### src/rtl/riscv_csr_arbiter.sv
// riscv_csr_arbiter: shares the CSR port between the core (priority) and a valid/ready debug requester with a starvation-forced debug slot; define RISCV_CSR_ARB_DEBUG_WRITE_EN to let debug write codes through
module riscv_csr_arbiter #(
  parameter int STARVE_LIMIT = 16
) (
  input  logic        clk,
  input  logic        clk__enable,
  input  logic        reset,
  input  logic [2:0]  core_csr_access__access,
  input  logic [11:0] core_csr_access__address,
  input  logic [31:0] core_csr_write_data,
  output logic [31:0] core_csr_data__read_data,
  output logic        core_csr_data__illegal_access,
  output logic        core_stall,
  input  logic        dbg_req_valid,
  output logic        dbg_req_ready,
  input  logic [2:0]  dbg_req_access,
  input  logic [11:0] dbg_req_address,
  input  logic [31:0] dbg_req_data,
  output logic        dbg_resp_valid,
  input  logic        dbg_resp_ready,
  output logic [31:0] dbg_resp_data,
  output logic        dbg_resp_illegal,
  output logic [2:0]  csr_access__access,
  output logic [11:0] csr_access__address,
  output logic [31:0] csr_write_data,
  input  logic [31:0] csr_data__read_data,
  input  logic        csr_data__illegal_access,
  output logic        dbg_grant
);
  typedef enum logic [1:0] {IDLE, WAIT, FORCE, RESP} state_t;
  localparam logic [7:0] LIM = 8'(STARVE_LIMIT - 1);
  state_t state, state_nx;
  logic [2:0] req_access;
  logic [11:0] req_address;
  logic [31:0] req_data;
  logic [7:0] starve_count;
  logic [31:0] resp_data;
  logic resp_illegal;
  logic core_busy;
  logic [2:0] dbg_code;
  logic dbg_forced_ill;
  assign core_busy = core_csr_access__access != 3'd0;
`ifdef RISCV_CSR_ARB_DEBUG_WRITE_EN
  assign dbg_code = req_access == 3'd0 ? 3'd2 : req_access;
  assign dbg_forced_ill = 1'b0;
`else
  assign dbg_code = 3'd2;
  assign dbg_forced_ill = req_access != 3'd0 && req_access != 3'd2;
`endif
  always_ff @(posedge clk) begin
    if (reset) begin
      state <= IDLE;
      starve_count <= '0;
      resp_data <= '0;
      resp_illegal <= 1'b0;
    end else if (clk__enable) begin
      state <= state_nx;
      if (state == IDLE && dbg_req_valid)
        starve_count <= '0;
      else if (state == WAIT && core_busy)
        starve_count <= starve_count + 8'd1;
      if (dbg_grant) begin
        resp_data <= csr_data__read_data;
        resp_illegal <= csr_data__illegal_access | dbg_forced_ill;
      end
    end
  end
  always_ff @(posedge clk) begin
    if (clk__enable && dbg_req_ready && dbg_req_valid) begin
      req_access <= dbg_req_access;
      req_address <= dbg_req_address;
      req_data <= dbg_req_data;
    end
  end
  always_comb begin
    state_nx = state;
    case (state)
      IDLE:  state_nx = dbg_req_valid ? WAIT : IDLE;
      WAIT:  state_nx = !core_busy ? RESP : starve_count == LIM ? FORCE : WAIT;
      FORCE: state_nx = RESP;
      RESP:  state_nx = dbg_resp_ready ? IDLE : RESP;
    endcase
  end
  assign dbg_req_ready = !reset && state == IDLE;
  assign dbg_resp_valid = !reset && state == RESP;
  assign core_stall = !reset && state == FORCE;
  assign dbg_grant = !reset && (state == FORCE || (state == WAIT && !core_busy));
  assign csr_access__access = reset ? 3'd0 : dbg_grant ? dbg_code : core_csr_access__access;
  assign csr_access__address = dbg_grant ? req_address : core_csr_access__address;
  assign csr_write_data = dbg_grant ? req_data : core_csr_write_data;
  assign core_csr_data__read_data = dbg_grant ? 32'd0 : csr_data__read_data;
  assign core_csr_data__illegal_access = !dbg_grant && csr_data__illegal_access;
  assign dbg_resp_data = resp_data;
  assign dbg_resp_illegal = resp_illegal;
endmodule

### config.mk
export PLATFORM = sky130hd
export DESIGN_NAME = riscv_csr_arbiter
export DESIGN_NICKNAME = d
export VERILOG_FILES = /design/src/rtl/riscv_csr_arbiter.sv
export SDC_FILE = /design/constraint.sdc
export NUM_CORES = 1
export LEC_CHECK = 0
export BUFFER_PORTS_ARGS = -buffer_cell sky130_fd_sc_hd__buf_2
export CAP_MARGIN = 15
export CORE_UTILIZATION = 35
export DETAILED_ROUTE_END_ITERATION = 8
export PLACE_DENSITY = 0.67
export SYNTH_ARGS = -nofsm -noshare
export SYNTH_HDL_FRONTEND = slang
export SYNTH_SLANG_ARGS = --single-unit
### constraint.sdc
create_clock -name clk -period 3.7 [get_ports clk]
set_clock_uncertainty 0.15 [all_clocks]
set_input_delay 0.555 -clock clk [delete_from_list [all_inputs] [get_ports clk]]
set_output_delay 0.555 -clock clk [all_outputs]
set_load 0.01 [all_outputs]
Word level (Yosys, flattened, before mapping)
Index checks and enable logic that the tools add are counted.
{ "classes": {"n_addsub": 1, "n_eq_ne": 5, "muxes": 12, "n_bitwise": 1, "reduce_logical": 21} }
{ "op_table": {"columns": ["cell", "count"], "rows": [
  ["$mux W32", 2],
  ["$mux W8", 2],
  ["$mux W12", 1],
  ["$logic_and A1 B1 Y1", 11],
  ["$add A8 B1 Y8 const B", 1],
  ["$eq A8 B4 Y1 const B", 1],
  ["$pmux W2 S4", 1],
  ["$mux W2", 3],
  ["$mux W3", 2],
  ["$reduce_bool A3 Y1", 2],
  ["$eq A2 B2 Y1 const B", 2],
  ["$reduce_and A2 Y1", 2],
  ["$logic_not A1 Y1", 3],
  ["$ne A3 B2 Y1 const B", 1],
  ["$eq A2 B1 Y1 const B", 1],
  ["$logic_not A2 Y1", 1],
  ["$reduce_bool A2 Y1", 1],
  ["$logic_or A1 B1 Y1", 1],
  ["$mux W1", 1],
  ["$or A1 B1 Y1", 1]
]} }
{ "totals": {"reg_bits": 90, "input_bits": 132, "out_inout_bits": 117, "elab_cells": 47} }

Depth between registers and ports, before layout
Gate-level depths: netlist of run 1.
{ "depth": {"ltp_word": 7, "mapped_depth": 7, "ltp_nobuf": 4} }

Least setup slack after synthesis of run 1
Ideal clock, no wire load.
{ "synth_timing": {"path_type": "input to register", "from": "input reset", "to": "register req_access[0], enable pin", "setup_ps": 450, "arrival_time_ps": 2992, "required_time_ps": 3100, "setup_slack_ps": 108, "stages": 4, "path_buffers": 3, "path_cell_list": "buf_6 clkbuf_1 clkbuf_1 nor2_1"} }
{ "synth_between": {"elab_chain_cells": 4} }
{ "synth_lines": {"columns": ["element", "line_no", "text"], "rows": [
  ["from (decl)", "7", "input logic reset,"],
  ["$logic_not A1 Y1", "84", "assign dbg_req_ready = !reset && state == IDLE;"],
  ["$logic_and A1 B1 Y1", "84", null],
  ["$logic_and A1 B1 Y1 (2 in series)", "69", "if (clk__enable && dbg_req_ready && dbg_req_valid) begin"],
  ["to (signal assigned)", "70", "req_access <= dbg_req_access;"],
  ["to (decl)", "33", "logic [2:0] req_access;"]
]} }
No other way between the ends.
A chain may end at the register's enable or synchronous reset.

Worst setup path in the final report of run 1
{ "layout_timing": {"from": "register state[0]", "to": "output csr_write_data[28]"} }
{ "layout_between": {"elab_chain_cells": 5, "elab_cells_between_ends": 6, "cone_classes": "eq/ne (2); mux (1); reduce/logical (3)"} }
{ "layout_lines": {"columns": ["element", "line_no", "text"], "rows": [
  ["from (decl)", "32", "state_t state, state_nx;"],
  ["from (signal assigned)", "57", "state <= state_nx;"],
  ["$eq A2 B1 Y1", "87", "assign dbg_grant = !reset && (state == FORCE || (state == WAIT && !core_busy));"],
  ["$logic_and A1 B1 Y1", "87", null],
  ["$logic_or A1 B1 Y1 (*)", "87", null],
  ["$logic_and A1 B1 Y1 (*)", "87", null],
  ["$mux W32 (*)", "90", "assign csr_write_data = dbg_grant ? req_data : core_csr_write_data;"],
  ["to (decl)", "25", "output logic [31:0] csr_write_data,"]
]} }
Mark *: on every way between the ends. The rest lies on a longest branch, timed or not.

==> impl_results.md, run 1 <==
* Setup violators final at 0
* Ys Warns at 0
* Clk buf depth at 2
* First-pass GRT wire length at 19800 um
* Synth Area in XOR/XNOR at 0
* Layout area overhead at 34.66%
* Post_cts resized at 0
* Setup total negative slack at 0 ns
* R2r endpoint: req_data[23]$_DFFE_PP_
* Crit path max fanout at 42
* Initial antenna violation count at 2
* CTS HTree Levels at 3
* Crit path launch: state[0]$_SDFFE_PP0P_
* Synth area leaders: edfxtp_1, dfxtp_1, nand2b_1
* Seq/Total Area, Yosys at 0.4804
* Port Buf Inserts at 247
* Cts hold-fix bufs at 0
* Layout cells sized above 1 at 0.3977
* Via Count at 4290
* Post-route DRC at 0
* Die area at 13800 um2
* Setup bufs post-CTS at 0
* Rel. slew slack at 0.3788
* Vias in the first global route at 4023
* Starting Density at 0.3639
* Data arrival, critical path at 2.79 ns
* DRT Pass-1 Iters at 4
* Required @ worst endpoint at 2.99 ns
* CORE AREA at 12820 um2
* Post-synthesis compound-gate area fraction at 0.1635
* GRT Overall Usage at 0.1778
* Largest net degree at the start of global routing at 120
* HPWL Detailed at 9048 um
* Clk sinks at 89
* Peak supply drop at 0.1554 mV
* Reg2reg path depth at 3
* Tightest Pin Transition at 0.9317 ns
* Fillers at 1228
* Synth Register Bits at 89
* Max Slew Vio Count at 0
* Most frequent cells in the layout: buf_2, nand2b_1, inv_1, nand2_1, edfxtp_1
* FF+latch area at 2242 um2
* Routed WL at 12430 um
* Largest family of logic cells by synthesized area: simple AND/OR/NAND/NOR gates
* CTS tree: done
* Multi-input logic area at 2048 um2
* Most common cell after layout, fill and taps aside: buf_2
* Endpoint class of the critical path: output port
* Lkg Pwr at 3.115 nW
* Final period util at 0.9449
* DR WL/cell at 14.24 um
* RR Startpoint: state[0]$_SDFFE_PP0P_
* Die Y at 117.5 um
* DRT iter0 DRCs at 239
* Synthesized Nets at 602
* Util after Layout at 0.4900
* Skew-Pair Late Insertion Delay at 0.33 ns
* Netlist cell types at 42
* WS Path Type: register to output port
* Final Hold Violating Endpoints at 0
* Total design power at 2.356 mW
* Post-synth top area cell: edfxtp_1
* Post-Synth Adder-Cell Area at 0.002681
* Reg clk slew, reported paths at 0.06 ns
* Hold path start: dbg_req_address[9]
* CP Launch Type: register
* Min setup slack post-route at 0.2040 ns
* RSZ-0062 raised after global routing: false
* Worst min path class: primary input to register
* Cell area after synthesis at 4667 um2
* Mapped Cells at 469
* Worst slack at placement at 0.5588 ns
* Max-cap violation count at 0
* Final net count at 827
* Status: finished clean
* Power per cell area at 374.8 nW/um2
* Setup crit end: csr_write_data[28]
* Fmax at 286.0 MHz
* Site row count at 41
* Worst R2R Setup Slack at 1.46 ns
* IO Count at 249
* Post-synthesis mux area share at 0.07748
* CTS Buf Count at 9
* GP Congestion at 0.8584
* Syn_area_per_cell at 9.951 um2
* Die X at 117.5 um
* Post-layout minimum cycle time at 3.496 ns
* Final ANT Viol Nets at 0
* Grt ovf at 0
* Synth Area in Simple Gates at 0.1909
* Clock Root Buffer: clkbuf_16
* Top cell type's share of synthesized area at 0.2960
* Vias per cell at 4.914
[power by group]
group          total, mW  leakage, nW  switching (mW)  internal [mW]
logic              0.393         2.21           0.215          0.179
clock network      0.879        0.136           0.362          0.516
registers           1.08        0.766          0.0166           1.07
[critical path, stage by stage, from the launching register on]
cell	delay, ns
dfxtp_1	0.56
and2b_1	0.29
a21oi_4	0.71
buf_4	0.53
o32ai_1	0.14
buf_2	0.18
[area by class of cell]
class | count | area share
Antenna cell | 2 | 0.0007963
Clock buffer | 11 | 0.03703
Clock inverter | 5 | 0.007366
Inverter | 48 | 0.02887
Multi-Input combinational cell | 289 | 0.3259
Sequential cell | 89 | 0.3568
Tap cell | 172 | 0.03424
Timing Repair Buffer | 257 | 0.2090
[per-stage QoR]
step                area, um2  cells  hold WS, ns
detailed placement       6001    855       0.3152
global placement         6001    855       0.3088
finish                   6285    873       0.2428
floorplan                4667    469       0.3157
global route             6285    873       0.2233
CTS                      6280    871       0.2234
[worst min-delay path by stage]
| stage | end | slack, ns | depth (start not counted) |
|---|---|---|---|
| 2_1_floorplan | starve_count[7]$_SDFFE_PP0P_ | 0.32 | 2 |
| 3_3_place_gp | dbg_resp_data[28]$_SDFFE_PP0P_ | 0.31 | 2 |
| 3_5_place_dp | dbg_resp_data[15]$_SDFFE_PP0P_ | 0.32 | 2 |
| 4_1_cts | req_address[9]$_DFFE_PP_ | 0.22 | 1 |
| 5_1_grt | req_data[18]$_DFFE_PP_ | 0.22 | 1 |
| 6_report | req_address[9]$_DFFE_PP_ | 0.24 | 1 |
[logic make-up (layout without fill, tap and decap cells)]
| family | count (synthesis) | in the layout |
|---|---|---|
| and+or+nand+nor | 158 | 158 |
| adders and majority gates | 1 | 1 |
| other | 0 | 2 |
| DFF | 89 | 89 |
| muxes | 36 | 36 |
| buffers and inverters | 91 | 321 |
| AOI/OAI and AO/OA | 94 | 94 |
[registers in the layout (all words and copies together), names as in the netlist]
| name | flops |
|---|---|
| state | 2 |
| dbg_resp_illegal | 1 |
| req_address | 12 |
| dbg_resp_data | 32 |
| starve_count | 8 |
| req_access | 2 |
| req_data | 32 |
[Yosys cell counts (all sizes together)]
cell type	count
clkbuf	30
a21oi	8
nor2b	3
or3	2
or4	4
ha	1
nand2b	65
and2b	1
nand2	46
nor4b	1
o31ai	3
nand4bb	1
nor2	7
and3b	1
o32ai	45
a22oi	1
mux2	1
nor3	7
and4	1
mux2i	35
o41a	1
dfxtp	43
a21boi	1
nor3b	2
nand4b	1
nand4	2
nor4	1
o21a	33
edfxtp	46
o211ai	2
buf	13
or3b	5
inv	47
nand3b	4
nand3	4
clkinv	1
[layer usage]
metal | share of wire | vias to the layer above | global-route usage
met4 | 0.012 | 0 | 0.07131
met5 | 0 | - | 0
met3 | 0.079 | 10 | 0.03924
met2 | 0.46 | 207 | 0.2951
met1 | 0.45 | 1960 | 0.2240
li1 | - | 2113 | -
Note: power is estimated with default switching activity, not from simulation.
==> run 2: changes to the inputs <==
- CORE_MARGIN: not set -> 10
==> run 2 against run 1 <==
Sequential share of layout area fell by 0.13 points. Non-clock buffer count fell by 2. Count of clock-buffer cells in the layout fell by 1. Sequential power barely moved. Design area rose by 0.36%. Fmax rose by 3.0%. Largest cell class unchanged.
==> impl_results.md, run 2 (synthesized netlist as in run 1, its figures left out) <==
* Crit-path leading delay family: compound AO/OA/AOI/OAI gates
* Via Count at 4314 (+0.56%)
* Post-route DRC at 0 (unchanged)
* Final net count at 826 (-0.12%)
* Lkg Pwr at 3.116 nW (about the same)
* Worst min path class: primary input to register
* RSZ-0062 raised after global routing: false
* Power per cell area at 377.4 nW/um2 (+0.69%)
* Final period util at 0.9174 (-0.02741)
* Fillers at 1262 (+2.8%)
* Status: finished clean
* Final design area excluding fillers at 6307 um2 (+0.36%)
* Most frequent cells in the layout: buf_2, nand2b_1, inv_1, nand2_1, edfxtp_1
* Data arrival, critical path at 2.69 ns (-0.10 ns)
* GRT Overall Usage at 0.1531 (-0.02469)
* CTS Buf Count at 9 (unchanged)
* Final ANT Viol Nets at 0 (unchanged)
* Setup violators final at 0 (unchanged)
* CP Launch Type: register
* Gr busiest metal: met2
* Rel. slew slack at 0.3013 (-0.07750)
* Setup bufs post-CTS at 0 (unchanged)
* Max-cap violation count at 0 (unchanged)
* Clk buf depth at 2 (unchanged)
* HPWL Detailed at 11330 um (+25%)
* Critical path depth at 5 (unchanged)
* DRT Pass-1 Iters at 4 (unchanged)
* Met1 usage at 0.1754 (-0.04861)
* Final Hold Violating Endpoints at 0 (unchanged)
* Die area at 18350 um2 (+33%)
* Site row count at 42 (+2.4%)
* Buf+Inv Stages, Crit Path at 2 (unchanged)
* DRT iter0 DRCs at 182 (-24%)
* Skew-Pair Late Insertion Delay at 0.34 ns (about the same)
* Initial antenna violation count at 0 (-2)
* IO Count at 249 (unchanged)
* DR WL/cell at 17.41 um (+22%)
* Fmax at 294.6 MHz (+3.0%)
* Largest stage delay, worst path at 0.56 ns (-0.15 ns)
* First-pass GRT wire length at 22700 um (+15%)
* WS Path Type: register to output port
* Starting Density at 0.3552 (-0.008664)
* Max Slew Vio Count at 0 (unchanged)
* Die Y at 135.5 um (+15%)
* ANT cells at 0 (-2)
* Cts hold-fix bufs at 0 (unchanged)
* Vias per cell at 4.936 (+0.44%)
* Post-layout minimum cycle time at 3.395 ns (-0.1014 ns)
* Setup total negative slack at 0 ns (unchanged)
* Crit path max fanout at 40 (-4.8%)
* Die X at 135.5 um (+15%)
* Most common cell after layout, fill and taps aside: buf_2
* Layout cells sized above 1 at 0.3997 (+0.002002)
* Clock Root Buffer: clkbuf_16
* Endpoint class of the critical path: output port
* Met3 global-route usage at 0.09310 (+0.05386)
* Routed WL at 15220 um (+22%)
* CTS tree: done
* Vias in the first global route at 4396 (+9.3%)
* Peak supply drop at 0.2425 mV (+56%)
* Tightest Pin Transition at 1.048 ns (+0.1163 ns)
* Reg2reg path depth at 3 (unchanged)
* CORE AREA at 13140 um2 (+2.4%)
* Met2 Usage GRT at 0.2311 (-0.06397)
* CP max stage cell: dfxtp_1
* CTS HTree Levels at 3 (unchanged)
* Hold Crit Depth at 1 (unchanged)
* Port Buf Inserts at 247 (unchanged)
* CP cell instances: and2b_1 -> a21oi_4 -> buf_4 -> o21a_1 -> buf_2
* Largest net degree at the start of global routing at 127 (+5.8%)
* Grt ovf at 0 (unchanged)
* GP Congestion at 0.8301 (-3.3%)
* Reg clk slew, reported paths at 0.06 ns (about the same)
* Required @ worst endpoint at 2.99 ns (about the same)
* Placed inst area at 6011 um2 (+0.17%)
* Clk sinks at 89 (unchanged)
* Layout area overhead at 35.15%
-- run 2: through the flow --
step                setup slack [ns]  hold WS, ns  total power [mW]  instances  utilization
floorplan                     0.1079       0.3157             1.324        469            -
global placement              0.4731       0.3083             1.504        857       0.4575
detailed placement            0.4525       0.3167             1.511        857       0.4575
CTS                          0.07641       0.2198             2.410        873       0.4794
global route                  0.1684       0.2178             2.494        874       0.4801
finish                        0.3054       0.2366             2.381        874       0.4801
-- run 2: routing by layer --
metal	wire (um)	vias up
met1	6128	1956
met2	6624	235
met5	0	-
met4	210	0
li1	-	2110
met3	2251	13
-- run 2: area by class of cell --
cell class / count / area (um2) / share of cell area
flip-flops and latches: 89 / 2242 / 0.3555
multi-input cells: 290 / 2052 / 0.3253
repair buffers: 255 / 1324 / 0.2099
clock buffers: 10 / 229.0 / 0.03630
well taps: 176 / 220.2 / 0.03491
inverters: 48 / 181.4 / 0.02876
clock inverters: 6 / 58.81 / 0.009324
-- run 2: final timing paths --
kind	startpoint	end	slack, ns
min reg2reg	dbg_resp_data[25]$_SDFFE_PP0P_	dbg_resp_data[25]$_SDFFE_PP0P_	0.32
min	dbg_req_address[8]	req_address[8]$_DFFE_PP_	0.24
max reg2reg	state[0]$_SDFFE_PP0P_	req_data[26]$_DFFE_PP_	1.47
max	state[0]$_SDFFE_PP0P_	core_csr_data__read_data[0]	0.31
-- run 2: power breakdown --
| group | switching [mW] | internal (mW) |
|---|---|---|
| logic | 0.228 | 0.180 |
| clock network | 0.370 | 0.518 |
| registers | 0.0170 | 1.07 |
| total | 0.615 | 1.77 |
-- run 2: repair_timing --
item	CTS	global route
resized for setup	0	0
hold endpoints to repair	0	0
setup endpoints to repair	0	39
